--- src/rtl/gb_capture_ctrl.sv ---
// Captures the Game Boy LCD pixel stream (oversampled in the VGA clock domain) into the 2bpp framebuffer.
// Build option GB_DOUBLE_BUFFER_EN: adds a write-bank MSB on fb_waddr and an fb_bank output.
module gb_capture_ctrl #(
  parameter int H_PIXELS       = 160,
  parameter int V_PIXELS       = 144,
  parameter int ADDR_W         = 15,
  parameter int TIMEOUT_CYCLES = 12500
) (
  input  logic              clk,
  input  logic              rst_n,
  input  logic              gb_px_clk,
  input  logic              gb_hsync,
  input  logic              gb_vsync,
  input  logic [1:0]        gb_dat,
  output logic              fb_we,
`ifdef GB_DOUBLE_BUFFER_EN
  output logic [ADDR_W:0]   fb_waddr,
  output logic              fb_bank,
`else
  output logic [ADDR_W-1:0] fb_waddr,
`endif
  output logic [1:0]        fb_wdata,
  output logic              frame_done,
  output logic              frame_valid,
  output logic              timeout,
  output logic              overrun
);

  localparam int PX_W = $clog2(H_PIXELS + 1);
  localparam int LN_W = (V_PIXELS > 1) ? $clog2(V_PIXELS) : 1;
  localparam int WD_W = $clog2(TIMEOUT_CYCLES + 1);
`ifdef GB_DOUBLE_BUFFER_EN
  localparam int WA_W = ADDR_W + 1;
`else
  localparam int WA_W = ADDR_W;
`endif

  typedef enum logic [1:0] {IDLE, ARM, CAPTURE, DONE} state_t;

  state_t            state_q, state_d;
  logic [2:0]        px_sync_q, hs_sync_q, vs_sync_q;
  logic [1:0]        dat_s1_q, dat_s2_q;
  logic [PX_W-1:0]   px_cnt_q, px_cnt_d;
  logic [LN_W-1:0]   line_cnt_q, line_cnt_d;
  logic [ADDR_W-1:0] line_base_q, line_base_d;
  logic [WD_W-1:0]   wd_cnt_q, wd_cnt_d;
  logic              we_q, we_d;
  logic [WA_W-1:0]   waddr_q, waddr_d;
  logic [1:0]        wdata_q, wdata_d;
  logic              done_q, done_d;
  logic              valid_q, valid_d;
  logic              tmo_q, tmo_d;
  logic              ovr_q, ovr_d;
`ifdef GB_DOUBLE_BUFFER_EN
  logic              wbank_q, wbank_d;
  logic              bank_q, bank_d;
`endif

  logic              px_fall, hs_rise, vs_rise;
  logic [PX_W-1:0]   px_t;
  logic [LN_W-1:0]   line_t;
  logic [ADDR_W-1:0] base_t, lin_addr;

  // bit 0/1 are the synchroniser stages, bit 2 holds the previous synchronised level
  assign px_fall = px_sync_q[2] & ~px_sync_q[1];
  assign hs_rise = ~hs_sync_q[2] & hs_sync_q[1];
  assign vs_rise = ~vs_sync_q[2] & vs_sync_q[1];

  always_comb begin
    state_d     = state_q;
    px_cnt_d    = px_cnt_q;
    line_cnt_d  = line_cnt_q;
    line_base_d = line_base_q;
    wd_cnt_d    = wd_cnt_q;
    we_d        = 1'b0;
    waddr_d     = waddr_q;
    wdata_d     = wdata_q;
    done_d      = 1'b0;
    valid_d     = valid_q;
    tmo_d       = 1'b0;
    ovr_d       = ovr_q;
    px_t        = px_cnt_q;
    line_t      = line_cnt_q;
    base_t      = line_base_q;
    lin_addr    = '0;
`ifdef GB_DOUBLE_BUFFER_EN
    wbank_d     = wbank_q;
    bank_d      = bank_q;
`endif

    if (state_q == DONE) begin
      done_d  = 1'b1;
      valid_d = 1'b1;
`ifdef GB_DOUBLE_BUFFER_EN
      bank_d  = wbank_q;
      wbank_d = ~wbank_q;
`endif
    end

    // vsync restarts the frame from any state and outranks same-cycle pixel/hsync events
    if (vs_rise) begin
      state_d     = ARM;
      px_cnt_d    = '0;
      line_cnt_d  = '0;
      line_base_d = '0;
      wd_cnt_d    = '0;
      ovr_d       = 1'b0;
    end else begin
      unique case (state_q)
        IDLE: ;
        ARM, CAPTURE: begin
          if (hs_rise && px_t != '0) begin
            if (line_t == LN_W'(V_PIXELS - 1)) begin
              ovr_d = 1'b1;
            end else begin
              line_t = line_t + LN_W'(1);
              base_t = base_t + ADDR_W'(H_PIXELS);
              px_t   = '0;
            end
          end
          if (px_fall) begin
            wd_cnt_d = '0;
            if (px_t < PX_W'(H_PIXELS)) begin
              lin_addr = base_t + ADDR_W'(px_t);
`ifdef GB_DOUBLE_BUFFER_EN
              waddr_d  = {wbank_q, lin_addr};
`else
              waddr_d  = lin_addr;
`endif
              we_d     = 1'b1;
              wdata_d  = dat_s2_q;
              state_d  = (line_t == LN_W'(V_PIXELS - 1) && px_t == PX_W'(H_PIXELS - 1)) ? DONE : CAPTURE;
              px_t     = px_t + PX_W'(1);
            end else begin
              ovr_d = 1'b1;
            end
          end else if (wd_cnt_q == WD_W'(TIMEOUT_CYCLES - 1)) begin
            tmo_d    = 1'b1;
            valid_d  = 1'b0;
            wd_cnt_d = '0;
            state_d  = IDLE;
          end else begin
            wd_cnt_d = wd_cnt_q + WD_W'(1);
          end
          px_cnt_d    = px_t;
          line_cnt_d  = line_t;
          line_base_d = base_t;
        end
        DONE: begin
          wd_cnt_d = '0;
          state_d  = IDLE;
        end
        default: state_d = IDLE;
      endcase
    end
  end

  always_ff @(posedge clk) begin
    if (!rst_n) begin
      state_q     <= IDLE;
      px_sync_q   <= '0;
      hs_sync_q   <= '0;
      vs_sync_q   <= '0;
      dat_s1_q    <= '0;
      dat_s2_q    <= '0;
      px_cnt_q    <= '0;
      line_cnt_q  <= '0;
      line_base_q <= '0;
      wd_cnt_q    <= '0;
      we_q        <= 1'b0;
      waddr_q     <= '0;
      wdata_q     <= '0;
      done_q      <= 1'b0;
      valid_q     <= 1'b0;
      tmo_q       <= 1'b0;
      ovr_q       <= 1'b0;
`ifdef GB_DOUBLE_BUFFER_EN
      wbank_q     <= 1'b0;
      bank_q      <= 1'b0;
`endif
    end else begin
      state_q     <= state_d;
      px_sync_q   <= {px_sync_q[1:0], gb_px_clk};
      hs_sync_q   <= {hs_sync_q[1:0], gb_hsync};
      vs_sync_q   <= {vs_sync_q[1:0], gb_vsync};
      dat_s1_q    <= gb_dat;
      dat_s2_q    <= dat_s1_q;
      px_cnt_q    <= px_cnt_d;
      line_cnt_q  <= line_cnt_d;
      line_base_q <= line_base_d;
      wd_cnt_q    <= wd_cnt_d;
      we_q        <= we_d;
      waddr_q     <= waddr_d;
      wdata_q     <= wdata_d;
      done_q      <= done_d;
      valid_q     <= valid_d;
      tmo_q       <= tmo_d;
      ovr_q       <= ovr_d;
`ifdef GB_DOUBLE_BUFFER_EN
      wbank_q     <= wbank_d;
      bank_q      <= bank_d;
`endif
    end
  end

  assign fb_we       = we_q;
  assign fb_waddr    = waddr_q;
  assign fb_wdata    = wdata_q;
  assign frame_done  = done_q;
  assign frame_valid = valid_q;
  assign timeout     = tmo_q;
  assign overrun     = ovr_q;
`ifdef GB_DOUBLE_BUFFER_EN
  assign fb_bank     = bank_q;
`endif

endmodule

--- config.mk ---
export PLATFORM = sky130hd
export DESIGN_NAME = gb_capture_ctrl
export DESIGN_NICKNAME = d
export VERILOG_FILES = /design/src/rtl/gb_capture_ctrl.sv
export SDC_FILE = /design/constraint.sdc
export NUM_CORES = 1
export LEC_CHECK = 0
export CORE_ASPECT_RATIO = 1.25
export CORE_MARGIN = 4
export CORE_UTILIZATION = 50
export CTS_CLUSTER_DIAMETER = 120
export DETAILED_ROUTE_END_ITERATION = 7
export PLACE_DENSITY_LB_ADDON = 0.12
export SYNTH_ARGS = -nofsm -noshare
export SYNTH_HDL_FRONTEND = slang
export SYNTH_SLANG_ARGS = --single-unit
--- constraint.sdc ---
create_clock -name clk -period 10.2 [get_ports clk]
set_input_delay 1.02 -clock clk [delete_from_list [all_inputs] [get_ports clk]]
set_output_delay 1.02 -clock clk [all_outputs]
set_load 0.005 [all_outputs]
**Word-level counts from Yosys, hierarchy flattened**

Cells that the tools add are included.

- Bits in registers: 82
- Input port bits: 7
- Word-level logic and storage cells: 92

- Add/subtract/negate cells: 5
- $lt $le $gt $ge: 1
- Equal/unequal tests: 11
- Muxes and demuxes: 35
- Bitwise operators: 10
- Reductions and logical operators: 12

Operators by type and width:

| cell | number |
|---|---|
| 8-bit 2-to-1 mux | 10 |
| 15-bit 2-to-1 mux | 4 |
| 14-bit 2-to-1 mux | 2 |
| 14-bit one-hot mux with 2 select lines | 1 |
| 8-bit == test, second input constant | 3 |
| 8-bit by 1-bit adder with 8-bit output, second input constant | 2 |
| 15-bit by 8-bit adder with 15-bit output | 1 |
| 15-bit by 8-bit adder with 15-bit output, second input constant | 1 |
| 14-bit by 1-bit adder with 14-bit output, second input constant | 1 |
| 14-bit == test, second input constant | 1 |
| 1-bit 2-to-1 mux | 14 |
| 8-bit less-than comparator, second input constant | 1 |
| 4-bit inequality test, second input constant | 2 |
| 8-bit nonzero test | 1 |
| 4-bit OR reduction | 2 |
| 1-bit inverter | 7 |
| 2-bit 2-to-1 mux | 3 |
| 3-bit inequality test, second input constant | 2 |
| 3-bit AND reduction | 2 |
| 2-bit == test, second input constant | 2 |
| 2-bit one-hot mux with 2 select lines | 1 |
| 4-bit AND reduction | 1 |
| 2-bit OR reduction | 2 |
| 1-bit bitwise AND | 3 |
| 4 further kinds | 5 |

**Depth between registers and ports, before layout**

Gate-level depths: netlist of run 1.

- Depth in word-level cells: 13
- Depth in mapped cells: 16

**Worst setup path before layout of run 1**

Ideal clock, no wire load.

- Path type: register -> register
- From: reg line_cnt_q[0]
- To: reg waddr_q[14] (netlist: fb_waddr[14])
- Setup time: 0.115 ns
- Arrival time: 3.409 ns
- Required time: 10.085 ns
- Slack: 6.675 ns
- Cell stages (with the launch flop): 17
- Cells stage by stage: dfxtp_1 -> ha_1 -> and3_1 -> clkbuf_1 -> nand2_1 -> buf_2 -> nand2_1 -> clkbuf_1 -> nor2_1 -> xor2_1 -> ha_1 -> nand3_1 -> a21oi_1 -> mux2i_1 -> a32o_1 -> or4_1 -> a31o_1

- Word-level cells in the longest chain between the ends: 7
- Elaborated cells between the ends (all ways): 12
- Those cells by class: 1 x add/sub; 1 x order compare; 1 x eq/ne; 8 x mux; 1 x reduce/logical

RTL lines:

| item | RTL line | source |
|---|---|---|
| start: declaration | 44 | `logic [LN_W-1:0] line_cnt_q, line_cnt_d;` |
| start signal: assignment | 189 | `line_cnt_q <= line_cnt_d;` |
| 8-bit == test * | 113 | `if (line_t == LN_W'(V_PIXELS - 1)) begin` |
| 8-bit 2-to-1 mux | 113 |  |
| 8-bit 2-to-1 mux | 112 | `if (hs_rise && px_t != '0) begin` |
| 8-bit 2-to-1 mux | 109 | `unique case (state_q)` |
| 8-bit 2-to-1 mux | 101 | `if (vs_rise) begin` |
| 8-bit less-than comparator | 123 | `if (px_t < PX_W'(H_PIXELS)) begin` |
| 4-bit AND reduction (no source line) | n/a |  |
| end signal: assignment | 193 | `waddr_q <= waddr_d;` |
| end: declaration | 48 | `logic [WA_W-1:0] waddr_q, waddr_d;` |

Mark *: on every way between the ends. The rest lies on a longest branch, timed or not. The select of a mux whose other input is x is not followed.
A chain may end at the register's enable or synchronous reset.

**Worst setup path after layout of run 1**

- From: reg line_cnt_q[0]
- To: reg waddr_q[9] (netlist: fb_waddr[9])

Same word-level chain as after synthesis.

==> results, run 1 <==
- The flow ran to the end, and the final reports show no timing, DRC or antenna violations.
- The layout-stage area growth over the synthesis result is 13.31%.
- The half-perimeter wire length of the detailed placement result is roughly 6.5 mm.
- Across every metal layer, demand over resource in global routing totals 0.2120.
- Registers take around 1500 um2.
- The worst-case IR drop observed on VDD is about 0.00011 V.
- The area of the core region is 7747 um2.
- The share of the Yosys chip area taken by registers is 0.3894.
- The terminus of the critical flop-to-flop path is fb_waddr[9].
- For this run, design rule violations remaining after detail routing come to 0.
- The global-route wire length before repair is approximately 16 mm.
- The summed negative setup slack over all endpoints is 0 ns.
- The CTS tree is built.
- The number of nets in the synthesized netlist is around 500.
- The type of the worst setup path is reg -> reg.
- Across the run, the number of max-cap violations was 0.
- STA classifies the critical path endpoint as a register.
- Global routing finished with a remaining overflow of 0.
- In this run the mean area of a mapped cell was between 8 and 9 um2.
- In this run, placement finished with an instance count of 577.
- Entering global routing, the biggest net connects 31 pins.
- The distinct cell type count after synthesis is 64.
- For hold timing, the worst endpoint is dat_s2_q[1].
- The number of cell rows is 36.
- The first detailed-routing pass took 4 iterations.
- The placed cell area is 4243 um2.
- The first routing iteration left 237 violations.
- The largest fanout on the critical path is 14.
- From bottom edge to top edge, the die measures 107.5 um.
- The average via count per standard cell is ~5.9.
- In this run the worst hold path is classified as reg -> reg.
- Fill cells in the final layout number around 710.
- Yosys mapped a number of flops with a built-in enable equal to 0.
- The maximum count of clock buffers along a single path is 2.
- The routed design has 9.302 mm of wire.
- From left edge to right edge, the die measures 87.59 um.
- The floorplan step defined a die boundary enclosing ~9400 um2.
- The latest clock arrival within the worst-skew pair is ~0.37 ns.
- STA puts the critical path data arrival time at between 4 and 5 ns.
- The number of endpoints failing setup at the final stage is 0.
- In the final routed layout, each cell accounts on average for 15.69 um.
- In the final layout, the share of cells above drive strength 1 is 0.05622.
- The post-route cell area is 4486 um2.
- Setup repair after global routing left no endpoint under its margin.
- The initial antenna violation count is 0.
- The count of vias placed by the detailed router is 3492.
- Counting flops with an async set or reset pin after synthesis yields a share of 0.
- For the final database, setup skew stands at 0.01281 ns.
- The max-slew violation total from the final report is 0.
- The max-slew headroom at the worst pin is 0.2490.
- The type of element launching the critical path is a register.
- The number of buffers created by CTS is 9.
- The most frequently used flop master after synthesis is sky130_fd_sc_hd__dfxtp_1.
- Dividing the final minimum period by the clock period gives 0.3790.
- The count of input and output buffers is 28.
- In this run the remaining antenna-violating nets after routing total 0.
- The H-tree was split into 3 levels.
- The final critical delay including setup and external delays is 3.866 ns.
- Once the clock tree was built, the setup fixing pass inserted 0 buffers.
- The worst hold path begins at dat_s1_q[1].
- The cell area after technology mapping is roughly 4000 um2.
- Gates resized during post-CTS repair numbered 0.
- The number of stages on the worst hold path is 1.
- Across all register-to-register paths, the minimum setup slack is 6.33 ns.
- The leakage power is 1.604 nW.
- The number of non-filler instances in the completed layout is 593.
- After technology mapping, the gate count stands at 483.
- The via count of the first global-routing pass came to 3362.
- Routability-driven placement finished with a final weighted congestion of 0.8438.
- The clock slew at the register clock pins of the worst setup and hold paths is 0.08 ns.
- For the worst flop-to-flop path, the logic depth is 13.
- CTS saw slightly below 80 sinks.
- STA puts the critical path data required time at between 10 and 15 ns.
- The worst register-to-register path begins at line_cnt_q[0].
- The net count reported at finish is 509.
- The multi-input logic area is 2272 um2.
- The antenna cell count is 0.
- The flip-flop and latch count after synthesis is 77.
- 29 I/O pins were placed.
- The total count of hold-check failures in the final report was 0.
- Across all hold checks on the routed design, the worst slack comes to 0.4348 ns.
- The power per cell area is 137.2 nW/um2.
- At the pin with the least slew margin, the transition time is 1.122 ns.
- Yosys printed 0 warnings.
- The initial utilization of the core area, before any placement, comes to 0.5110.
- The hold buffer count at CTS is 0.
- The cell sitting at the root of the clock tree is a sky130_fd_sc_hd__clkbuf_8.
- For this run, the top clock speed supported by timing is 0.2587 GHz.
-- final cells by class --
| type | instances | area share |
|---|---|---|
| timing repair buffer | 30 | 0.06583 |
| multi-input combinational | 371 | 0.5066 |
| sequential | 77 | 0.3437 |
| clock inverter | 4 | 0.01729 |
| clock buffer | 12 | 0.03682 |
| inverter | 4 | 0.003347 |
| tap | 95 | 0.02650 |
-- critical path, cell delays in order (launching register included) --
cell and delay (ns):
sky130_fd_sc_hd__dfxtp_1 0.41, sky130_fd_sc_hd__ha_1 0.22, sky130_fd_sc_hd__and3_1 0.36, sky130_fd_sc_hd__nand2_1 0.34, sky130_fd_sc_hd__nand2_1 0.45, sky130_fd_sc_hd__and2_1 0.22
sky130_fd_sc_hd__ha_1 0.21, sky130_fd_sc_hd__ha_1 0.20, sky130_fd_sc_hd__nor2_1 0.08, sky130_fd_sc_hd__o2bb2ai_1 0.13, sky130_fd_sc_hd__a31oi_1 0.28, sky130_fd_sc_hd__a2111oi_0 0.15
sky130_fd_sc_hd__and3_1 0.20, sky130_fd_sc_hd__or4_1 0.50
-- kinds of logic (layout without fill, tap and decap cells) --
family,after synthesis,count (layout),synth area share
and+or+nand+nor,232,232,0.3037
AOI/OAI and AO/OA,89,89,0.1501
DFF,77,77,0.3894
xor gates and xnor gates,38,38,0.08407
buffers and inverters,35,50,0.03666
adders and majority gates,10,10,0.03097
muxes,2,2,0.005057
-- Yosys cell counts, types with 3 or more instances --
cell / n / area (um2)
sky130_fd_sc_hd__and3_1: 10 / 62.56
sky130_fd_sc_hd__nor2_1: 51 / 191.4
sky130_fd_sc_hd__nand3b_1: 3 / 22.52
sky130_fd_sc_hd__nand3_1: 23 / 115.1
sky130_fd_sc_hd__nand2b_1: 4 / 25.02
sky130_fd_sc_hd__a2111oi_0: 3 / 26.28
sky130_fd_sc_hd__a21o_1: 4 / 30.03
sky130_fd_sc_hd__nand2_1: 57 / 214.0
sky130_fd_sc_hd__o21a_1: 3 / 22.52
sky130_fd_sc_hd__xnor2_1: 16 / 140.1
sky130_fd_sc_hd__a31o_2: 3 / 26.28
sky130_fd_sc_hd__buf_2: 5 / 25.02
sky130_fd_sc_hd__nor2b_1: 6 / 37.54
sky130_fd_sc_hd__o21ai_0: 10 / 50.05
sky130_fd_sc_hd__xor2_1: 22 / 192.7
sky130_fd_sc_hd__clkbuf_1: 23 / 86.33
sky130_fd_sc_hd__nor3_1: 9 / 45.04
sky130_fd_sc_hd__inv_1: 3 / 11.26
sky130_fd_sc_hd__ha_1: 9 / 112.6
sky130_fd_sc_hd__a31oi_1: 3 / 18.77
sky130_fd_sc_hd__a21oi_1: 33 / 165.2
sky130_fd_sc_hd__and2_1: 22 / 137.6
sky130_fd_sc_hd__nor4_1: 7 / 43.79
sky130_fd_sc_hd__or4_1: 5 / 37.54
sky130_fd_sc_hd__or3_1: 4 / 25.02
sky130_fd_sc_hd__nand4_1: 18 / 112.6
sky130_fd_sc_hd__dfxtp_1: 77 / 1541
-- power by group --
group,leakage (nW),internal (mW),switching [mW]
combinational,0.858,0.0112,0.0192
clock,0.123,0.159,0.119
sequential,0.623,0.305,0.00269
total,1.60,0.475,0.141
-- metal layers --
metal | vias up | track usage | share of wire
li1 | 1738 | - | -
met5 | - | 0 | 0
met2 | 68 | 0.3540 | 0.49
met1 | 1662 | 0.2524 | 0.45
met3 | 24 | 0.05130 | 0.031
met4 | 0 | 0.09868 | 0.032
-- cells in the final DEF, fill, tap and decap left out, types with 3 or more instances in the layout --
| cell | instances |
|---|---|
| sky130_fd_sc_hd__dfxtp_1 | 77 |
| sky130_fd_sc_hd__nand2_1 | 57 |
| sky130_fd_sc_hd__nor2_1 | 51 |
| sky130_fd_sc_hd__a21oi_1 | 33 |
| sky130_fd_sc_hd__clkdlybuf4s50_1 | 28 |
| sky130_fd_sc_hd__nand3_1 | 23 |
| sky130_fd_sc_hd__xor2_1 | 22 |
| sky130_fd_sc_hd__and2_1 | 22 |
| sky130_fd_sc_hd__nand4_1 | 18 |
| sky130_fd_sc_hd__xnor2_1 | 16 |
| sky130_fd_sc_hd__clkbuf_8 | 12 |
| sky130_fd_sc_hd__and3_1 | 10 |
| sky130_fd_sc_hd__o21ai_0 | 10 |
| sky130_fd_sc_hd__nor3_1 | 9 |
| sky130_fd_sc_hd__ha_1 | 9 |
| sky130_fd_sc_hd__nor4_1 | 7 |
| sky130_fd_sc_hd__nor2b_1 | 6 |
| sky130_fd_sc_hd__or4_1 | 5 |
| sky130_fd_sc_hd__nand2b_1 | 4 |
| sky130_fd_sc_hd__a21o_1 | 4 |
| sky130_fd_sc_hd__or3_1 | 4 |
| sky130_fd_sc_hd__inv_1 | 3 |
| sky130_fd_sc_hd__o21a_1 | 3 |
| sky130_fd_sc_hd__nand3b_1 | 3 |
| sky130_fd_sc_hd__a2111oi_0 | 3 |
| sky130_fd_sc_hd__a31oi_1 | 3 |
| sky130_fd_sc_hd__a31o_2 | 3 |
-- flip-flops by register name, summed over array words and instances, names as in the netlist --
name         count
fb_wdata         2
dat_s1_q         2
fb_we            1
timeout          1
frame_done       1
overrun          1
hs_sync_q        3
px_cnt_q         8
frame_valid      1
line_base_q     10
wd_cnt_q        14
vs_sync_q        3
dat_s2_q         2
state_q          2
fb_waddr        15
px_sync_q        3
line_cnt_q       8
-- metrics by stage --
stage               utilization  total power, mW  setup slack [ns]
floorplan                     -           0.3360             6.675
global placement         0.5476           0.3444             6.556
detailed placement       0.5476           0.3448             6.397
CTS                      0.5790           0.6209             6.369
global route             0.5790           0.6364             5.998
finish                   0.5790           0.6156             6.334
-- worst max-delay path by stage --
stage                       start           end  slack [ns]  cells after the start
finish              line_cnt_q[0]   fb_waddr[9]        6.33                     13
global route        line_cnt_q[0]   fb_waddr[9]        6.00                     13
CTS                 line_cnt_q[0]   fb_waddr[9]        6.37                     13
detailed placement  line_cnt_q[0]  fb_waddr[14]        6.40                     13
global placement    line_cnt_q[0]  fb_waddr[14]        6.56                     13
floorplan           line_cnt_q[0]  fb_waddr[14]        6.68                     16
Note: power is estimated with default switching activity, not from simulation.
==> run 2, diff against run 1 <==
==> constraint.sdc (replaced) <==
create_clock -name clk -period 3.8 [get_ports clk]
set_input_delay 0.38 -clock clk [delete_from_list [all_inputs] [get_ports clk]]
set_output_delay 0.38 -clock clk [all_outputs]
set_load 0.005 [all_outputs]
==> run 2 against run 1 <==
Hold slack better by 0.0015 ns. Critical path type unchanged. Critical path depth up 1. Power up 150%. Highest routed layer unchanged. Sequential power rose to 2.7 times the previous value.
==> results, run 2 (synthesized netlist as in run 1, its figures left out) <==
- The post-route clock skew is 0.01500 ns (+0.002187 ns).
- The total length of routed wires was 9.456 mm (+1.7%).
- The type of the worst setup path is reg -> reg.
- The post-detailed-route wirelength per cell came to 15.76 um (+0.47%).
- The half-perimeter wire length of the detailed placement result is 6.752 mm (+3.4%).
- In the layout the commonest cells are sky130_fd_sc_hd__dfxtp_1, sky130_fd_sc_hd__nand2_1, sky130_fd_sc_hd__nor2_1.
- The transition at the pin with the smallest max-transition slack is 0.8862 ns (-0.2361 ns).
- The worst IR drop on VDD came to 0.0002160 V (+98%).
- The count of unresolved DRC violations after routing is 0 (unchanged).
- Traced cell by cell, the critical path runs through ha_1, and3_2, nand2_1, nand2_1, buf_4, xnor2_1, ha_1, ha_1, nor2_1, o2bb2ai_1, a31oi_1, a2111oi_0, and3_1, or4_1.
- The data arrival time of the worst path is 3.62 ns (-0.49 ns).
- The share of power burned in combinational logic is 0.057 (+0.008).
- The maximum count of clock buffers along a single path came to 2 (unchanged).
- The power share of the clock group is 0.406 (-0.046).
- The sequential share of power came to 0.537 (+0.038).
- Setup repair after global routing left no endpoint under its margin.
- The global-route usage over all layers came to 0.2170 (+0.004977).
- The worst-case setup slack after placement is 0.3778 ns (-6.019 ns).
- The highest clock rate was 0.2959 GHz (+14%).
- The global-route wire length before repair is 16.23 mm (+3.6%).
- The number of gates resized after CTS is 0 (unchanged).
- The final total power is 1.535 mW (+150%).
- The buffer type at the clock tree root is sky130_fd_sc_hd__clkbuf_8.
- The setup slack of the worst register-to-register path is 0.42 ns (-5.91 ns).
- The delay of the slowest critical-path stage came to 0.52 ns (+0.02 ns).
- The count of boundary I/O pins was 29 (unchanged).
- The min-delay analysis places its worst path in the category reg -> reg.
- The design internal power is 1.158 mW (+140%).
- The number of cell rows came to 36 (unchanged).
- The number of max-capacitance violations reported was 0 (unchanged).
- The detailed router's first-iteration violation count is 216 (-8.9%).
- The net switching power came to 0.3775 mW (+170%).
- The number of buffers created by CTS is 9 (unchanged).
- The count of vias placed by the detailed router is 3515 (+0.66%).
- The die height is 107.5 um (unchanged).
- The detailed-router iteration count before antenna repair is 4 (unchanged).
- The total count of hold-check failures in the final report is 0 (unchanged).
- The net count reported at finish came to 516 (+1.4%).
- The hold buffer count at CTS is 0 (unchanged).
- The critical path endpoint category is a register.
- The maximum number of pins on one net before global-route repair is 31 (unchanged).
- The cell with the most instances on the worst path is sky130_fd_sc_hd__ha_1.
- STA classifies the critical path startpoint as a register.
- The area of the core region came to 7747 um2 (unchanged).
- The leakage power is 1.603 nW (about the same).
- The average via count per standard cell is 5.858 (-0.52%).
- The total overflow reported by the global router was 0 (unchanged).
- The number of H-tree levels came to 3 (unchanged).
- The max-slew violation total from the final report is 0 (unchanged).
- The via count of the first global-routing pass came to 3481 (+3.5%).
- The number of endpoints failing setup at the final stage is 0 (unchanged).
- The clock slew at the register clock pins of the worst setup and hold paths is 0.08 ns (about the same).
- The power per cell area is 341.6 nW/um2 (+150%).
- The number of flip-flops under the largest register name was 15 (unchanged).
- The number of setup buffers added after CTS came to 0 (unchanged).
- The ratio of final minimum period to clock period is 0.8893 (+0.5103).
- The number of sinks handled by clock tree synthesis is 77 (unchanged).
- The count of input and output buffers is 28 (unchanged).
- The setup slack of the critical path after layout is 0.4206 ns (-5.913 ns).
- The run finished with clean final reports.
- The slowest library cell on the worst path is sky130_fd_sc_hd__or4_1.
- The antenna cell count is 0 (unchanged).
- The layout-stage area growth over the synthesis result is 13.53%.
- The largest fanout on the critical path is 10 (-4).
- The die width is 87.59 um (unchanged).
- The latest clock arrival within the worst-skew pair was 0.37 ns (about the same).
- The max-slew headroom at the worst pin came to 0.4080 (+0.1590).
- The proportion of layout cells with a drive suffix above 1 was 0.06931 (+0.01308).
- The initial antenna violation count is 0 (unchanged).
- The net switching share of the total power is 0.2458 (+0.01731).
- The summed negative setup slack over all endpoints came to 0 ns (unchanged).
- The final critical delay including setup and external delays is 3.379 ns (-0.4866 ns).
- The area enclosed by the die boundary came to 9414 um2 (unchanged).
- The final RePlAce weighted congestion was 0.8894 (+5.4%).
- The CTS tree is built.
- The residual antenna-violating net count after detailed routing was 0 (unchanged).
- The worst endpoint required time is 4.04 ns (-6.40 ns).
- Leaving out fill and tap cells, the most frequent cell in the layout is sky130_fd_sc_hd__dfxtp_1.
- The effective utilization at floorplan is 0.5110 (unchanged).
## run 2: cell types whose count changed in the layout (fill, tap and decap cells not counted), sizes merged
| cell | delta |
|---|---|
| clkinvlp | +3 |
| clkinv | -1 |
| buf | +7 |
| bufinv | -1 |
| clkbuf | -2 |
| inv | +1 |
## run 2: routing by layer
metal,share of wire,up-vias,global-route usage
li1,-,1742,-
met1,0.42,1661,0.2555
met2,0.51,88,0.3723
met3,0.040,24,0.04135
met4,0.029,0,0.1031
met5,0,-,0
## run 2: path summary, 6_finish.rpt
check,from,endpoint,cells past startpoint
setup / recovery,line_cnt_q[0],fb_waddr[9],14
hold / removal,vs_sync_q[0],vs_sync_q[1],1
hold reg to reg,vs_sync_q[0],vs_sync_q[1],1
setup reg to reg,line_cnt_q[0],fb_waddr[9],14
## run 2: cell type report
type / count / area [um2]
inverters: 4 / 15.01
flip-flops and latches: 77 / 1541
repair buffers: 37 / 347.8
fillers: 740 / 3253
well taps: 95 / 118.9
clock buffers: 10 / 127.6
clock inverters: 6 / 70.07
multi-input cells: 371 / 2273
## run 2: power groups by stage
| stage | registers (mW) | logic, mW | clock network (mW) |
|---|---|---|---|
| floorplan | 0.842 | 0.0603 | 0 |
| global placement | 0.843 | 0.0855 | 0 |
| detailed placement | 0.844 | 0.0868 | 0 |
| CTS | 0.825 | 0.0872 | 0.643 |
| global route | 0.826 | 0.0979 | 0.680 |
| finish | 0.824 | 0.0869 | 0.624 |
## run 2: per-stage QoR
| stage | utilization | hold slack (ns) | cells | area, um2 |
|---|---|---|---|---|
| after floorplan | - | 0.4119 | 483 | 3959 |
| after global placement | 0.5544 | 0.4180 | 584 | 4295 |
| after detailed placement | 0.5544 | 0.4212 | 584 | 4295 |
| after CTS | 0.5799 | 0.4418 | 600 | 4493 |
| after global routing | 0.5801 | 0.4570 | 600 | 4494 |
| final | 0.5801 | 0.4363 | 600 | 4494 |
## run 2: worst max-delay path, delay by kind of cell (launching register included)
kind	cells	cell delay, ns
compound gates	3	0.57
xor+xnor	1	0.12
fa+ha+maj	3	0.63
buf+inv	1	0.18
flops	1	0.41
simple gates	6	1.33
